**config.mk**
```make
export PLATFORM = sky130hd
export DESIGN_NAME = apb_master_arbiter_flat
export DESIGN_NICKNAME = d
export VERILOG_FILES = /design/src/rtl/apb_master_arbiter_if.sv /design/src/rtl/apb_master_arbiter.sv /design/src/flat_wrapper.sv
export SDC_FILE = /design/constraint.sdc
export NUM_CORES = 1
export LEC_CHECK = 0
export ABC_AREA = 1
export CORE_MARGIN = 10
export CORE_UTILIZATION = 40
export CTS_BUF_LIST = sky130_fd_sc_hd__clkbuf_8
export CTS_CLUSTER_DIAMETER = 100
export CTS_CLUSTER_SIZE = 10
export DETAILED_ROUTE_END_ITERATION = 10
export HOLD_SLACK_MARGIN = 0.15
export PLACE_DENSITY = 0.94
export SETUP_SLACK_MARGIN = 0.05
export SLEW_MARGIN = 15
export SYNTH_ARGS = -nofsm -noshare
export SYNTH_HDL_FRONTEND = slang
export SYNTH_SLANG_ARGS = --single-unit
export TNS_END_PERCENT = 30
```
**constraint.sdc**
```tcl
create_clock -name clk -period 2.1 [get_ports clk]
set_clock_uncertainty 0.1 [all_clocks]
set_input_delay 0.21 -clock clk [delete_from_list [all_inputs] [get_ports clk]]
set_output_delay 0.21 -clock clk [all_outputs]
set_load 0.02 [all_outputs]
```
**src/rtl/apb_master_arbiter_if.sv**
```systemverilog
// Requester command/response and APB bus bundle for apb_master_arbiter.
// The master modport is the arbiter side; slave is the environment side.
interface apb_master_arbiter_if #(
  parameter int NUM_REQ = 2,
  parameter int ADDR_W  = 12,
  parameter int DATA_W  = 32
);
  localparam int SW = DATA_W / 8;

  logic [NUM_REQ-1:0]        req_valid;
  logic [NUM_REQ-1:0]        req_ready;
  logic [NUM_REQ-1:0]        req_write;
  logic [NUM_REQ*ADDR_W-1:0] req_addr;
  logic [NUM_REQ*SW-1:0]     req_strb;
  logic [NUM_REQ*DATA_W-1:0] req_wdata;

  logic [NUM_REQ-1:0]        rsp_valid;
  logic [DATA_W-1:0]         rsp_rdata;
  logic                      rsp_err;
  logic                      rsp_timeout;

  logic                      psel;
  logic                      penable;
  logic                      pwrite;
  logic [ADDR_W-1:0]         paddr;
  logic [SW-1:0]             psrtb;
  logic [DATA_W-1:0]         pwdata;
  logic                      pready;
  logic                      pslverr;
  logic [DATA_W-1:0]         prdata;

  modport master (
    input  req_valid, req_write, req_addr,
    input  req_strb, req_wdata,
    output req_ready,
    output rsp_valid, rsp_rdata,
    output rsp_err, rsp_timeout,
    output psel, penable, pwrite,
    output paddr, psrtb, pwdata,
    input  pready, pslverr, prdata
  );

  modport slave (
    output req_valid, req_write, req_addr,
    output req_strb, req_wdata,
    input  req_ready,
    input  rsp_valid, rsp_rdata,
    input  rsp_err, rsp_timeout,
    input  psel, penable, pwrite,
    input  paddr, psrtb, pwdata,
    output pready, pslverr, prdata
  );
endinterface

```
**src/rtl/apb_master_arbiter.sv**
```systemverilog
// Round-robin arbiter sharing one APB master port among NUM_REQ
// requesters, with bounded pready wait and per-requester responses.
module apb_master_arbiter #(
  parameter int NUM_REQ = 2,
  parameter int ADDR_W  = 12,
  parameter int DATA_W  = 32,
  parameter int TIMEOUT = 16
) (
  input logic clk,
  input logic reset,
  apb_master_arbiter_if.master bus
);
  localparam int SW = DATA_W / 8;
  localparam int GW = (NUM_REQ > 1) ? $clog2(NUM_REQ) : 1;
  localparam int CW = (TIMEOUT > 0) ? $clog2(TIMEOUT + 1) : 1;
  localparam int TO_LAST = (TIMEOUT > 0) ? TIMEOUT - 1 : 0;
  localparam logic [GW-1:0] G_RST = GW'(NUM_REQ - 1);

  typedef enum logic [1:0] {
    IDLE,
    SETUP,
    ACCESS
  } state_t;

  typedef struct packed {
    logic              write;
    logic [ADDR_W-1:0] addr;
    logic [SW-1:0]     strb;
    logic [DATA_W-1:0] wdata;
  } cmd_t;

  state_t state, state_nxt;

  logic [GW-1:0]      last_grant;
  logic [GW-1:0]      win;
  logic [GW-1:0]      cand;
  logic               any_req;
  logic               accept;
  logic               done;
  logic               abort;
  logic               to_hit;
  logic               wr_sel;
  logic [NUM_REQ-1:0] grant_oh;
  logic [CW-1:0]      cnt;
  cmd_t               cmd_in;
  cmd_t               cmd_q;

  logic               psel_q;
  logic               penable_q;
  logic [NUM_REQ-1:0] rsp_valid_q;
  logic [DATA_W-1:0]  rdata_q;
  logic               err_q;
  logic               to_q;

  // Later offsets are overwritten by earlier ones: first hit after last_grant wins.
  always_comb begin
    win     = last_grant;
    any_req = 1'b0;
    cand    = '0;
    for (int i = NUM_REQ; i >= 1; i--) begin
      cand = GW'((int'(last_grant) + i) % NUM_REQ);
      if (bus.req_valid[cand]) begin
        win     = cand;
        any_req = 1'b1;
      end
    end
  end

  always_comb begin
    wr_sel       = bus.req_write[win];
    cmd_in.write = wr_sel;
    cmd_in.addr  = bus.req_addr[int'(win)*ADDR_W +: ADDR_W];
    cmd_in.strb  = '0;
    cmd_in.wdata = '0;
    if (wr_sel) begin
      cmd_in.strb  = bus.req_strb[int'(win)*SW +: SW];
      cmd_in.wdata = bus.req_wdata[int'(win)*DATA_W +: DATA_W];
    end
  end

  assign to_hit = (TIMEOUT != 0) && (cnt == CW'(TO_LAST));

  always_ff @(posedge clk) begin
    if (reset) state <= IDLE;
    else       state <= state_nxt;
  end

  always_comb begin
    state_nxt = state;
    grant_oh  = '0;
    accept    = 1'b0;
    done      = 1'b0;
    abort     = 1'b0;
    unique case (state)
      IDLE: begin
        if (any_req) begin
          accept        = 1'b1;
          grant_oh[win] = 1'b1;
          state_nxt     = SETUP;
        end
      end
      SETUP: state_nxt = ACCESS;
      ACCESS: begin
        if (bus.pready) begin
          done      = 1'b1;
          state_nxt = IDLE;
        end else if (to_hit) begin
          abort     = 1'b1;
          state_nxt = IDLE;
        end
      end
      default: state_nxt = IDLE;
    endcase
  end

  always_ff @(posedge clk) begin
    if (reset) begin
      last_grant  <= G_RST;
      cmd_q       <= '0;
      cnt         <= '0;
      psel_q      <= 1'b0;
      penable_q   <= 1'b0;
      rsp_valid_q <= '0;
      rdata_q     <= '0;
      err_q       <= 1'b0;
      to_q        <= 1'b0;
    end else begin
      rsp_valid_q <= '0;
      if (accept) begin
        last_grant <= win;
        cmd_q      <= cmd_in;
        psel_q     <= 1'b1;
        penable_q  <= 1'b0;
      end
      if (state == SETUP) begin
        penable_q <= 1'b1;
        cnt       <= '0;
      end else if (state == ACCESS && !done && TIMEOUT != 0) begin
        cnt <= cnt + 1'b1;
      end
      if (done) begin
        psel_q                  <= 1'b0;
        penable_q               <= 1'b0;
        rsp_valid_q[last_grant] <= 1'b1;
        rdata_q <= cmd_q.write ? '0 : bus.prdata;
        err_q                   <= bus.pslverr;
        to_q                    <= 1'b0;
      end
      if (abort) begin
        psel_q                  <= 1'b0;
        penable_q               <= 1'b0;
        rsp_valid_q[last_grant] <= 1'b1;
        rdata_q                 <= '0;
        err_q                   <= 1'b1;
        to_q                    <= 1'b1;
      end
    end
  end

  assign bus.req_ready   = grant_oh;
  assign bus.rsp_valid   = rsp_valid_q;
  assign bus.rsp_rdata   = rdata_q;
  assign bus.rsp_err     = err_q;
  assign bus.rsp_timeout = to_q;
  assign bus.psel        = psel_q;
  assign bus.penable     = penable_q;
  assign bus.pwrite      = cmd_q.write;
  assign bus.paddr       = cmd_q.addr;
  assign bus.psrtb       = cmd_q.strb;
  assign bus.pwdata      = cmd_q.wdata;
endmodule

```
**src/flat_wrapper.sv**
```systemverilog
// flat-port wrapper written by rule: the top's interface ports become plain ports
module apb_master_arbiter_flat 
#(
  parameter int NUM_REQ = 2,
  parameter int ADDR_W  = 12,
  parameter int DATA_W  = 32,
  parameter int TIMEOUT = 16
)
  (clk, reset, bus_req_valid, bus_req_write, bus_req_addr, bus_req_strb, bus_req_wdata, bus_req_ready, bus_rsp_valid, bus_rsp_rdata, bus_rsp_err, bus_rsp_timeout, bus_psel, bus_penable, bus_pwrite, bus_paddr, bus_psrtb, bus_pwdata, bus_pready, bus_pslverr, bus_prdata);
  apb_master_arbiter_if #(.NUM_REQ(NUM_REQ), .ADDR_W(ADDR_W), .DATA_W(DATA_W)) bus_i ();
  input logic clk;
  input logic reset;
  input wire logic [$bits(bus_i.req_valid)-1:0] bus_req_valid;
  input wire logic [$bits(bus_i.req_write)-1:0] bus_req_write;
  input wire logic [$bits(bus_i.req_addr)-1:0] bus_req_addr;
  input wire logic [$bits(bus_i.req_strb)-1:0] bus_req_strb;
  input wire logic [$bits(bus_i.req_wdata)-1:0] bus_req_wdata;
  output wire logic [$bits(bus_i.req_ready)-1:0] bus_req_ready;
  output wire logic [$bits(bus_i.rsp_valid)-1:0] bus_rsp_valid;
  output wire logic [$bits(bus_i.rsp_rdata)-1:0] bus_rsp_rdata;
  output wire logic [$bits(bus_i.rsp_err)-1:0] bus_rsp_err;
  output wire logic [$bits(bus_i.rsp_timeout)-1:0] bus_rsp_timeout;
  output wire logic [$bits(bus_i.psel)-1:0] bus_psel;
  output wire logic [$bits(bus_i.penable)-1:0] bus_penable;
  output wire logic [$bits(bus_i.pwrite)-1:0] bus_pwrite;
  output wire logic [$bits(bus_i.paddr)-1:0] bus_paddr;
  output wire logic [$bits(bus_i.psrtb)-1:0] bus_psrtb;
  output wire logic [$bits(bus_i.pwdata)-1:0] bus_pwdata;
  input wire logic [$bits(bus_i.pready)-1:0] bus_pready;
  input wire logic [$bits(bus_i.pslverr)-1:0] bus_pslverr;
  input wire logic [$bits(bus_i.prdata)-1:0] bus_prdata;
  assign bus_i.req_valid = bus_req_valid;
  assign bus_i.req_write = bus_req_write;
  assign bus_i.req_addr = bus_req_addr;
  assign bus_i.req_strb = bus_req_strb;
  assign bus_i.req_wdata = bus_req_wdata;
  assign bus_req_ready = bus_i.req_ready;
  assign bus_rsp_valid = bus_i.rsp_valid;
  assign bus_rsp_rdata = bus_i.rsp_rdata;
  assign bus_rsp_err = bus_i.rsp_err;
  assign bus_rsp_timeout = bus_i.rsp_timeout;
  assign bus_psel = bus_i.psel;
  assign bus_penable = bus_i.penable;
  assign bus_pwrite = bus_i.pwrite;
  assign bus_paddr = bus_i.paddr;
  assign bus_psrtb = bus_i.psrtb;
  assign bus_pwdata = bus_i.pwdata;
  assign bus_i.pready = bus_pready;
  assign bus_i.pslverr = bus_pslverr;
  assign bus_i.prdata = bus_prdata;
  apb_master_arbiter #(.NUM_REQ(NUM_REQ), .ADDR_W(ADDR_W), .DATA_W(DATA_W), .TIMEOUT(TIMEOUT)) u_core (.clk(clk), .reset(reset), .bus(bus_i));
endmodule
```
Word level (Yosys, flattened, before mapping)
Cells that the tools add are included.
- equal/unequal tests: 5
- reduce and logical (&&, ||, !) cells: 11
- bitwise operators: 1
- multiply operators: 1
- shift operators: 3
- muxes and demuxes: 38
- $lt $le $gt $ge: 6
- add/subtract/negate cells: 3
- operator list (cell ; number):
    64-bit by 7-bit variable part select with 32-bit output ; 1
    36-bit two-way mux ; 1
    32-bit two-way mux ; 1
    24-bit by 32-bit variable part select with 12-bit output ; 1
    1-bit two-way mux ; 25
    2-bit two-way mux ; 8
    1-bit by 2-bit less-than comparator with 1-bit output (second input constant) ; 4
    8-bit by 4-bit variable part select with 4-bit output ; 1
    2-bit one-hot mux with 3 select lines ; 1
    5-bit by 1-bit adder with 5-bit output (second input constant) ; 1
    5-bit by 4-bit == test with 1-bit output (second input constant) ; 1
    2-bit nonzero test ; 2
    2-bit OR reduction ; 2
    1-bit logical AND ; 3
    1-bit by 2-bit multiplier with 3-bit output (second input constant) ; 1
    3-bit by 2-bit != test with 1-bit output (second input constant) ; 1
    3-bit OR reduction ; 1
    1-bit adder (second input constant) ; 2
    1-bit demux with 1-bit select ; 2
    2-bit by 1-bit == test with 1-bit output (second input constant) ; 1
    2-bit == test (second input constant) ; 1
    1-bit greater-or-equal comparator (second input constant) ; 2
    2-bit zero test ; 1
    2-bit by 1-bit != test with 1-bit output (second input constant) ; 1
    other kinds (3) ; 3
- input bits: 136
- register bits: 95
- output and inout bits: 89

Longest topological paths before layout
Gate-level depths: netlist (run 1).
- depth after elaboration: 11
- gate-level depth with buffers: 10
- mapped depth without buffers: 10

Worst setup path before layout (run 1)
Ideal clock, no wire load.
- kind: register to register
- start point: reg u_core.cnt[0]
- end point: reg u_core.rdata_q[10], in the netlist u_core.bus.rsp_rdata[10]
- slack: 0.477 ns
- library setup time: 0.120 ns
- data required time: 1.880 ns
- cell stages (with the launch flop): 11
- arrival time: 1.404 ns
- cells stage by stage: dfxtp_1 -> ha_1 -> inv_1 -> nor3_1 -> ha_1 -> inv_1 -> nor2_1 -> inv_1 -> nand2_1 -> buf_2 -> a21oi_1
- cells in the longest elaborated chain, start to end: 5
- ends and longest elaborated chain (element ; RTL line ; RTL):
    from (decl) ; apb_master_arbiter.sv:44 ; logic [CW-1:0] cnt;
    from (signal assigned) ; apb_master_arbiter.sv:139 ; cnt <= cnt + 1'b1;
    5-bit by 4-bit == test with 1-bit output ; apb_master_arbiter.sv:81 ; assign to_hit = (TIMEOUT != 0) && (cnt == CW'(TO_LAST));
    1-bit two-way mux ; apb_master_arbiter.sv:107 ; end else if (to_hit) begin
    1-bit two-way mux ; apb_master_arbiter.sv:104 ; if (bus.pready) begin
    1-bit two-way mux ; apb_master_arbiter.sv:94 ; unique case (state)
    2-bit OR reduction (no source line) ; -- ;
    to (signal assigned) ; apb_master_arbiter.sv:145 ; rdata_q <= cmd_q.write ? '0 : bus.prdata;
    to (decl) ; apb_master_arbiter.sv:51 ; logic [DATA_W-1:0] rdata_q;
No other way between the ends.
A chain may end at the register's enable or synchronous reset.

Worst setup path after layout (run 1)
- start point: reg u_core.state[1]
- end point: out bus_req_ready[0]
- cells in the longest elaborated chain, start to end: 2
- ends and longest elaborated chain (element ; RTL line ; RTL):
    from (decl) ; apb_master_arbiter.sv:32 ; state_t state, state_nxt;
    from (signal assigned) ; apb_master_arbiter.sv:85 ; else state <= state_nxt;
    2-bit zero test ; apb_master_arbiter.sv:94 ;
    2-bit two-way mux ; apb_master_arbiter.sv:94 ;
    to (decl) ; flat_wrapper.sv:18 ; output wire logic [$bits(bus_i.req_ready)-1:0] bus_req_ready;
No other way between the ends.

==> metrics.txt, run 1 <==
# TYPE chip_impl_metric gauge
chip_impl_info{name="run_status",value="finished, final reports clean"} 1
chip_impl_info{name="most_area_hungry_cell_type_in_the_yosys_netlist",value="sky130_fd_sc_hd__dfxtp_1"} 1
chip_impl_metric{name="synth-edff-count",unit=""} 0
chip_impl_metric{name="met1_length",unit="mm"} 5.774
chip_impl_metric{name="die_h",unit="µm"} 122.8
chip_impl_metric{name="number_of_nets_in_the_finished_design",unit=""} 951
chip_impl_metric{name="p_leak",unit="nW"} 2.746
chip_impl_metric{name="coreArea",unit="mm²"} 0.01032
chip_impl_metric{name="timing.hold.worst_path_depth",unit=""} 3
chip_impl_info{name="critPathCaptureType",value="primary output"} 1
chip_impl_metric{name="postRouteAntennaNets",unit=""} 0
chip_impl_metric{name="worst_reg_to_reg_path_cell_count",unit=""} 8
chip_impl_metric{name="dpl.hpwl",unit="mm"} 11.70
chip_impl_metric{name="worst_slew_margin_rel",unit="%"} 63.67
chip_impl_metric{name="drt_iter0_drc",unit=""} 414
chip_impl_metric{name="syn-instance-count",unit=""} 605
chip_impl_metric{name="cap_violations",unit=""} 0
chip_impl_metric{name="cts-buffers-inserted",unit=""} 9
chip_impl_metric{name="number_of_different_library_cells_in_the_post_synthesis_netlist",unit=""} 21
chip_impl_metric{name="wl_per_cell",unit="µm"} 16.07
chip_impl_metric{name="die_w",unit="µm"} 122.8
chip_impl_metric{name="worst_slew_pin_slew",unit="ps"} 544.2
chip_impl_metric{name="synth_warnings",unit=""} 0
chip_impl_metric{name="final.fill_count",unit=""} 893
chip_impl_metric{name="vdd_drop_max",unit="mV"} 0.4013
chip_impl_info{name="synth_most_common_cell",value="sky130_fd_sc_hd__nand2_1"} 1
chip_impl_metric{name="first_global_vias",unit=""} 4537
chip_impl_info{name="timing.critical_path.from_type",value="flop"} 1
chip_impl_info{name="cts_tree",value="yes"} 1
chip_impl_metric{name="grt_start_max_net_pins",unit=""} 43
chip_impl_metric{name="drt-vias-per-instance",unit=""} 5.060
chip_impl_metric{name="cts.reportedPaths.clkPinSlew",unit="ps"} 100
chip_impl_metric{name="required_time_at_the_worst_slack_endpoint",unit="ps"} 1790
chip_impl_info{name="ys_top_cells_by_area",value="sky130_fd_sc_hd__dfxtp_1 (45%), sky130_fd_sc_hd__nand3_1 (18%), sky130_fd_sc_hd__nand2_1 (15%)"} 1
chip_impl_info{name="hold_path_class",value="in2reg"} 1
chip_impl_metric{name="htreeDepth",unit=""} 3
chip_impl_info{name="cpLargestDelayFamily",value="simple AND/OR/NAND/NOR gates"} 1
chip_impl_info{name="path_cells",value="nor2_1, nand2_2, nor2_2, dlygate4sd2_1"} 1
chip_impl_metric{name="count_of_state_elements_after_synthesis",unit=""} 95
chip_impl_metric{name="antenna_violations_before_repair",unit=""} 0
chip_impl_metric{name="arrival",unit="ps"} 1500
chip_impl_info{name="hp-start",value="bus_prdata[2]"} 1
chip_impl_metric{name="cp_slowest_stage_delay",unit="ps"} 380
chip_impl_metric{name="dieArea",unit="mm²"} 0.01508
chip_impl_metric{name="routed-wl-met3",unit="mm"} 1.249
chip_impl_metric{name="area.sequential",unit="mm²"} 0.001902
chip_impl_metric{name="area_growth",unit="%"} 61.22
chip_impl_info{name="ctsRootBufferMaster",value="sky130_fd_sc_hd__clkbuf_8"} 1
chip_impl_metric{name="total_grt_usage",unit="%"} 19.10
chip_impl_metric{name="grt.overflow.total",unit=""} 0
chip_impl_metric{name="setup_viol",unit=""} 0
chip_impl_metric{name="initial_core_utilization",unit="%"} 40.94
chip_impl_info{name="route.top_layer_used",value="met4"} 1
chip_impl_info{name="timing.setup.critical_path_class",value="reg2out"} 1
chip_impl_info{name="crit-reg2reg-capture",value="u_core.bus.pwdata[11]$_SDFFE_PP0P_"} 1
chip_impl_metric{name="netlist_area",unit="mm²"} 0.004227
chip_impl_metric{name="wl_met2",unit="mm"} 8.116
chip_impl_metric{name="asyncSetResetFlopFracSynth",unit="%"} 0
chip_impl_metric{name="tritoncts_sinks",unit=""} 95
chip_impl_metric{name="worstPathMaxFanout",unit=""} 5
chip_impl_metric{name="grt_pass1_wl",unit="mm"} 23.31
chip_impl_info{name="synth_top_cells_by_count",value="sky130_fd_sc_hd__nand2_1 (169), sky130_fd_sc_hd__nand3_1 (154), sky130_fd_sc_hd__dfxtp_1 (95)"} 1
chip_impl_metric{name="layout-drive-gt1-share",unit="%"} 5.623
chip_impl_metric{name="timing.setup.tns",unit="ps"} 0
chip_impl_info{name="synth-main-ff-cell",value="sky130_fd_sc_hd__dfxtp_1"} 1
chip_impl_metric{name="drt_first_pass_iters",unit=""} 5
chip_impl_metric{name="final.min_clock_period",unit="ps"} 1814
chip_impl_metric{name="post-route-period-util",unit="%"} 86.36
chip_impl_metric{name="detail_route.drc_violations",unit=""} 0
chip_impl_info{name="hold_path_end",value="u_core.bus.rsp_rdata[2]$_SDFFE_PP0P_"} 1
chip_impl_metric{name="timing.reg2reg.setup_slack",unit="ps"} 290
chip_impl_metric{name="cp_num_buf_inv",unit=""} 1
chip_impl_metric{name="synth_top_area_share",unit="%"} 45.00
chip_impl_info{name="crit_path_start",value="u_core.state[1]$_SDFFE_PP0P_"} 1
chip_impl_metric{name="synth.avg_cell_area",unit="µm²"} 6.986
chip_impl_metric{name="mappedNetlistNets",unit=""} 743
chip_impl_metric{name="clock_insertion_delay_worst_skew",unit="ps"} 340
chip_impl_metric{name="final_routed_wirelength",unit="mm"} 15.33
chip_impl_metric{name="finalHoldViolCount",unit=""} 0
chip_impl_metric{name="num_antenna_cells",unit=""} 0
chip_impl_metric{name="final-max-slew-violation-count",unit=""} 0
chip_impl_metric{name="powerDensity",unit="mW/mm²"} 669.2
chip_impl_metric{name="io_buffer_count",unit=""} 224
chip_impl_metric{name="multi_input_gate_area_in_the_final_layout",unit="mm²"} 0.001976
chip_impl_metric{name="hold-worst-slack",unit="ps"} 324.9
chip_impl_metric{name="finalWeightedCongestion",unit=""} 0.8769
chip_impl_metric{name="deepest_clock_path_buffer_count",unit=""} 2
chip_impl_info{name="rr_startpoint",value="u_core.last_grant$_SDFFE_PP1P_"} 1
chip_impl_metric{name="vias",unit=""} 4827
chip_impl_metric{name="ioPinCount",unit=""} 225
chip_impl_info{name="unrepaired_setup_endpoints_after_global_routing",value="no"} 1
chip_impl_metric{name="fmaxAchievable",unit="GHz"} 0.5514
chip_impl_info{name="crit_slowest_cell",value="sky130_fd_sc_hd__dlygate4sd2_1"} 1
chip_impl_metric{name="placement_rows",unit=""} 37
chip_impl_metric{name="yosysSeqAreaShare",unit="%"} 45.00
[timing repair]
item / 4_1_cts / 5_1_grt
cloned: 0 / 0
endpoints found under the setup margin: 2 / 1
gates resized for setup: 1 / 1
buffers inserted: 0 / 0
endpoints found under the hold margin: 6 / 0
hold buffers: 1 / 0
[where the power goes]
| group | leakage, nW | switching (mW) | internal, mW |
|---|---|---|---|
| logic | 1.86 | 0.683 | 0.627 |
| clock network | 0.109 | 0.629 | 0.652 |
| registers | 0.773 | 0.0585 | 1.91 |
| total | 2.75 | 1.37 | 3.19 |
[placed cells by master, fill, tap and decap left out, types with 5 or more instances in the layout]
cell                                n
sky130_fd_sc_hd__nor2_1            15
sky130_fd_sc_hd__buf_4             14
sky130_fd_sc_hd__nor3_1             5
sky130_fd_sc_hd__a21oi_1           75
sky130_fd_sc_hd__inv_1             27
sky130_fd_sc_hd__nand2_1          169
sky130_fd_sc_hd__clkdlybuf4s50_1  221
sky130_fd_sc_hd__nand3_1          154
sky130_fd_sc_hd__dfxtp_1           95
sky130_fd_sc_hd__clkbuf_8          12
[stage by stage]
stage / cells / worst slack [ps] / power, mW / utilization [%] / area [µm²]
final: 954 / 286.4 / 4.560 / 66.00 / 6814
after global routing: 954 / 102.8 / 4.801 / 66.00 / 6814
after CTS: 954 / 4.305 / 4.599 / 65.98 / 6812
after detailed placement: 937 / -19.39 / 3.324 / 63.80 / 6586
after global placement: 937 / 59.15 / 3.298 / 63.80 / 6586
after floorplan: 605 / 477.0 / 2.684 / - / 4227
[worst min-delay path, stage by stage]
cell and delay [ps]:
sky130_fd_sc_hd__clkdlybuf4s50_1 390, sky130_fd_sc_hd__nand3_1 70, sky130_fd_sc_hd__a21oi_1 50
[sequential cells by signal, indices dropped and copies added (netlist names)]
| register | cells |
|---|---|
| u_core.bus.rsp_valid | 2 |
| u_core.bus.rsp_rdata | 32 |
| u_core.cnt | 5 |
| u_core.bus.rsp_err | 1 |
| u_core.bus.pwdata | 32 |
| u_core.bus.paddr | 12 |
| u_core.bus.penable | 1 |
| u_core.bus.psel | 1 |
| u_core.state | 2 |
| u_core.last_grant | 1 |
| u_core.bus.pwrite | 1 |
| u_core.bus.psrtb | 4 |
| u_core.bus.rsp_timeout | 1 |
[worst max-delay path by stage]
| stage | to | cells past startpoint |
|---|---|---|
| floorplan | u_core.bus.rsp_rdata[10]$_SDFFE_PP0P_ | 10 |
| global placement | u_core.bus.pwrite$_SDFFE_PP0P_ | 11 |
| detailed placement | u_core.bus.pwdata[11]$_SDFFE_PP0P_ | 9 |
| CTS | bus_req_ready[1] | 5 |
| global route | u_core.bus.pwdata[10]$_SDFFE_PP0P_ | 8 |
| finish | bus_req_ready[0] | 4 |
[metal layers]
layer,up-vias,GRT usage [%]
met5,-,0
met4,0,5.007
met1,2233,21.22
met2,167,35.14
met3,16,5.005
li1,2411,-
[final cells by class]
cell class                      instances  share of cell area (%)
Clock inverter                          4                  0.7528
Sequential cell                        95                   27.91
Tap cell                              136                   2.497
Clock buffer                           12                   2.424
Multi-Input combinational cell        433                   28.99
Inverter                               31                   1.708
Timing Repair Buffer                  243                   35.71
[cell families (layout without fill, tap and decap cells)]
group | Yosys count | in the layout | synth area share [%]
buffers and inverters | 77 | 290 | 8.259
AOI/OAI and AO/OA | 80 | 80 | 9.532
DFF | 95 | 95 | 45.00
and+or+nand+nor | 350 | 350 | 36.41
adders and majority gates | 2 | 2 | 0.5920
xor gates and xnor gates | 1 | 1 | 0.2073
Note: power is estimated with default switching activity, not from simulation.
==> run 2, diff against run 1 <==
- ABC_AREA: 1 -> default
- CORE_MARGIN: 10 -> default
- clock period: 2.1 -> 1.9 ns (I/O delays scaled with it)
==> metrics.txt, run 2 <==
# TYPE chip_impl_metric gauge
chip_impl_info{name="run_status",value="finished, final reports clean"} 1
chip_impl_metric{name="worstPathMaxFanout",unit=""} 4
chip_impl_metric{name="post-route-period-util",unit="%"} 94.22
chip_impl_metric{name="area_growth",unit="%"} 62.34
chip_impl_info{name="synth_most_common_cell",value="sky130_fd_sc_hd__dfxtp_1"} 1
chip_impl_info{name="most_area_hungry_cell_type_in_the_yosys_netlist",value="sky130_fd_sc_hd__dfxtp_1"} 1
chip_impl_metric{name="die_w",unit="µm"} 103.6
chip_impl_metric{name="fmaxAchievable",unit="GHz"} 0.5586
chip_impl_metric{name="synth-edff-count",unit=""} 0
chip_impl_info{name="synth_top_cells_by_count",value="sky130_fd_sc_hd__dfxtp_1 (95), sky130_fd_sc_hd__nand3b_1 (70), sky130_fd_sc_hd__mux2i_1 (51)"} 1
chip_impl_metric{name="final_routed_wirelength",unit="mm"} 12.97
chip_impl_metric{name="post_cts_buffers",unit=""} 0
chip_impl_metric{name="number_of_nets_in_the_finished_design",unit=""} 795
chip_impl_info{name="hold_path_end",value="u_core.bus.rsp_rdata[29]$_SDFFE_PP0P_"} 1
chip_impl_metric{name="ioPinCount",unit=""} 225
chip_impl_metric{name="timing.reg2reg.setup_slack",unit="ps"} 160
chip_impl_metric{name="drt_first_pass_iters",unit=""} 4
chip_impl_metric{name="io_buffer_count",unit=""} 224
chip_impl_metric{name="p_leak",unit="nW"} 2.437
chip_impl_metric{name="vdd_drop_max",unit="mV"} 0.3866
chip_impl_metric{name="finalHoldViolCount",unit=""} 0
chip_impl_info{name="ys_top_cells_by_area",value="sky130_fd_sc_hd__dfxtp_1 (46%), sky130_fd_sc_hd__nand3b_1 (13%), sky130_fd_sc_hd__mux2i_1 (12%)"} 1
chip_impl_metric{name="worst_reg_to_reg_path_cell_count",unit=""} 7
chip_impl_metric{name="finalInstanceArea",unit="mm²"} 0.006709
chip_impl_info{name="commonest_non_fill_non_tap_cells_in_the_layout",value="sky130_fd_sc_hd__clkdlybuf4s50_1 (221), sky130_fd_sc_hd__dfxtp_1 (93), sky130_fd_sc_hd__nand3b_1 (70), sky130_fd_sc_hd__mux2i_1 (51), sky130_fd_sc_hd__nand2_1 (39)"} 1
chip_impl_metric{name="detail_route.drc_violations",unit=""} 0
chip_impl_metric{name="syn-instance-count",unit=""} 441
chip_impl_info{name="crit-reg2reg-capture",value="u_core.cnt[4]$_SDFFE_PP0P_"} 1
chip_impl_metric{name="wl_per_cell",unit="µm"} 16.32
chip_impl_metric{name="synth.avg_cell_area",unit="µm²"} 9.371
chip_impl_metric{name="initial_core_utilization",unit="%"} 41.70
chip_impl_metric{name="dpl.hpwl",unit="mm"} 9.673
chip_impl_info{name="unrepaired_setup_endpoints_after_global_routing",value="yes"} 1
chip_impl_metric{name="required_time_at_the_worst_slack_endpoint",unit="ps"} 1610
chip_impl_metric{name="coreArea",unit="mm²"} 0.009910
chip_impl_metric{name="synth_top_area_share",unit="%"} 46.02
chip_impl_metric{name="hold-worst-slack",unit="ps"} 301.7
chip_impl_metric{name="grt_pass1_wl",unit="mm"} 20.64
chip_impl_metric{name="arrival",unit="ps"} 1500
chip_impl_metric{name="tritoncts_sinks",unit=""} 95
chip_impl_metric{name="yosysSeqAreaShare",unit="%"} 46.02
chip_impl_info{name="mostFrequentLayoutCell",value="sky130_fd_sc_hd__clkdlybuf4s50_1"} 1
chip_impl_metric{name="clock_insertion_delay_worst_skew",unit="ps"} 350
chip_impl_metric{name="grt_start_max_net_pins",unit=""} 41
chip_impl_metric{name="worst_slew_margin_rel",unit="%"} 70.02
chip_impl_info{name="synth-main-ff-cell",value="sky130_fd_sc_hd__dfxtp_1"} 1
chip_impl_metric{name="cap_violations",unit=""} 0
chip_impl_metric{name="setup_viol",unit=""} 0
chip_impl_info{name="critPathCaptureType",value="primary output"} 1
chip_impl_metric{name="cts-buffers-inserted",unit=""} 9
chip_impl_metric{name="cts.reportedPaths.clkPinSlew",unit="ps"} 100
chip_impl_metric{name="layout-drive-gt1-share",unit="%"} 6.798
chip_impl_metric{name="total_grt_usage",unit="%"} 24.09
chip_impl_metric{name="asyncSetResetFlopFracSynth",unit="%"} 0
chip_impl_metric{name="powerDensity",unit="mW/mm²"} 698.3
chip_impl_metric{name="timing.hold.worst_path_depth",unit=""} 3
chip_impl_metric{name="grt.overflow.total",unit=""} 0
chip_impl_info{name="hp-start",value="bus_prdata[29]"} 1
chip_impl_metric{name="count_of_state_elements_after_synthesis",unit=""} 95
chip_impl_metric{name="final.min_clock_period",unit="ps"} 1790
chip_impl_metric{name="netlist_area",unit="mm²"} 0.004133
chip_impl_metric{name="vias",unit=""} 4158
chip_impl_metric{name="drt_iter0_drc",unit=""} 207
chip_impl_info{name="timing.setup.critical_path_class",value="reg2out"} 1
chip_impl_metric{name="finalWeightedCongestion",unit=""} 0.8422
chip_impl_metric{name="first_global_vias",unit=""} 4249
chip_impl_info{name="hold_path_class",value="in2reg"} 1
chip_impl_metric{name="postRouteAntennaNets",unit=""} 0
chip_impl_metric{name="dieArea",unit="mm²"} 0.01074
chip_impl_metric{name="die_h",unit="µm"} 103.6
chip_impl_metric{name="antenna_violations_before_repair",unit=""} 0
chip_impl_metric{name="num_antenna_cells",unit=""} 0
chip_impl_info{name="ctsRootBufferMaster",value="sky130_fd_sc_hd__clkbuf_8"} 1
chip_impl_metric{name="drt-vias-per-instance",unit=""} 5.230
chip_impl_metric{name="mappedNetlistNets",unit=""} 579
chip_impl_info{name="rr_startpoint",value="u_core.cnt[0]$_SDFFE_PP0P_"} 1
chip_impl_metric{name="synth_warnings",unit=""} 0
chip_impl_info{name="timing.critical_path.from_type",value="flop"} 1
chip_impl_metric{name="number_of_different_library_cells_in_the_post_synthesis_netlist",unit=""} 37
chip_impl_info{name="cts_tree",value="yes"} 1
chip_impl_metric{name="placement.cell_area",unit="mm²"} 0.006521
chip_impl_metric{name="deepest_clock_path_buffer_count",unit=""} 2
chip_impl_metric{name="placement_rows",unit=""} 36
chip_impl_metric{name="htreeDepth",unit=""} 3
chip_impl_metric{name="worst_slew_pin_slew",unit="ps"} 449.8
chip_impl_metric{name="final-max-slew-violation-count",unit=""} 0
==> run 2: changes by cell type after synthesis, moves of 4 or more <==
cell,previous run,this run
sky130_fd_sc_hd__buf_2,21,13
sky130_fd_sc_hd__a211oi_1,0,13
sky130_fd_sc_hd__nand3_1,154,0
sky130_fd_sc_hd__inv_2,4,0
sky130_fd_sc_hd__nand2_1,169,39
sky130_fd_sc_hd__nand2b_1,0,4
sky130_fd_sc_hd__a21oi_1,75,38
sky130_fd_sc_hd__nand3b_1,0,70
sky130_fd_sc_hd__o21ai_0,4,8
sky130_fd_sc_hd__o21ai_1,0,30
sky130_fd_sc_hd__inv_1,27,1
sky130_fd_sc_hd__nor2_1,15,25
sky130_fd_sc_hd__mux2i_1,0,51
==> run 2: cell families after synthesis <==
| family | Yosys count | synth area share, % |
|---|---|---|
| buffers and inverters | 39 | 5.116 |
| DFF | 95 | 46.02 |
| AOI/OAI and AO/OA | 101 | 13.96 |
| adders and majority gates | 2 | 0.6054 |
| and+or+nand+nor | 153 | 21.95 |
| muxes | 51 | 12.35 |
==> run 2: critical path, cell delays in order, from the launching register on <==
cell	delay, ps
sky130_fd_sc_hd__dfxtp_1	340
sky130_fd_sc_hd__nor2_4	180
sky130_fd_sc_hd__o21ai_2	80
sky130_fd_sc_hd__nor2_1	170
sky130_fd_sc_hd__dlygate4sd2_1	360
==> run 2: cell type report <==
| class | count | area, µm² |
|---|---|---|
| clock buffer | 10 | 137.6 |
| clock inverter | 6 | 38.79 |
| fill | 733 | 3201 |
| inverter | 1 | 3.754 |
| multi-input combinational | 307 | 2032 |
| sequential | 95 | 1904 |
| tap | 133 | 166.4 |
| timing repair buffer | 243 | 2426 |
==> run 2: report_power, final <==
| part | leakage [nW] | internal [mW] | total (mW) | switching (mW) |
|---|---|---|---|---|
| combinational | 1.58 | 0.695 | 1.29 | 0.592 |
| clock | 0.0871 | 0.505 | 1.21 | 0.707 |
| sequential | 0.775 | 2.11 | 2.19 | 0.0744 |
==> run 2: through the flow <==
| step | worst slack, ps | TNS (ps) | power [mW] | utilization, % | cells |
|---|---|---|---|---|---|
| 3_3_place_gp | -117.9 | -785.0 | 3.477 | 65.81 | 778 |
| 4_1_cts | 43.51 | 0 | 4.727 | 67.66 | 795 |
| 3_5_place_dp | -131.7 | -2289 | 3.520 | 65.81 | 778 |
| 2_1_floorplan | 244.0 | 0 | 2.855 | - | 441 |
| 6_report | 109.8 | 0 | 4.685 | 67.70 | 795 |
| 5_1_grt | 17.68 | 0 | 4.904 | 67.70 | 795 |
==> run 2: what timing repair did <==
action,in CTS,in global routing
pin swaps,0,0
gates cloned,0,0
setup endpoints to repair,2,36
hold buffers,1,0
endpoints found under the hold margin,2,0
resized for setup,2,6
==> run 2: worst max path at each step <==
stage	startpoint	to	depth (start not counted)
floorplan	u_core.cnt[0]$_SDFFE_PP0P_	u_core.cnt[4]$_SDFFE_PP0P_	7
global placement	bus_req_valid[1]	bus_req_ready[0]	4
detailed placement	bus_req_valid[0]	bus_req_ready[0]	5
CTS	u_core.state[1]$_SDFFE_PP0P_	bus_req_ready[0]	4
global route	u_core.state[1]$_SDFFE_PP0P_	bus_req_ready[1]	4
finish	u_core.state[1]$_SDFFE_PP0P_	bus_req_ready[1]	4
==> run 2: per-layer routing <==
| layer | track usage [%] | share of wire, % |
|---|---|---|
| met4 | 9.834 | 2.7 |
| met3 | 7.426 | 8.7 |
| met2 | 42.71 | 50 |
| met1 | 26.62 | 39 |
| met5 | 0 | 0 |
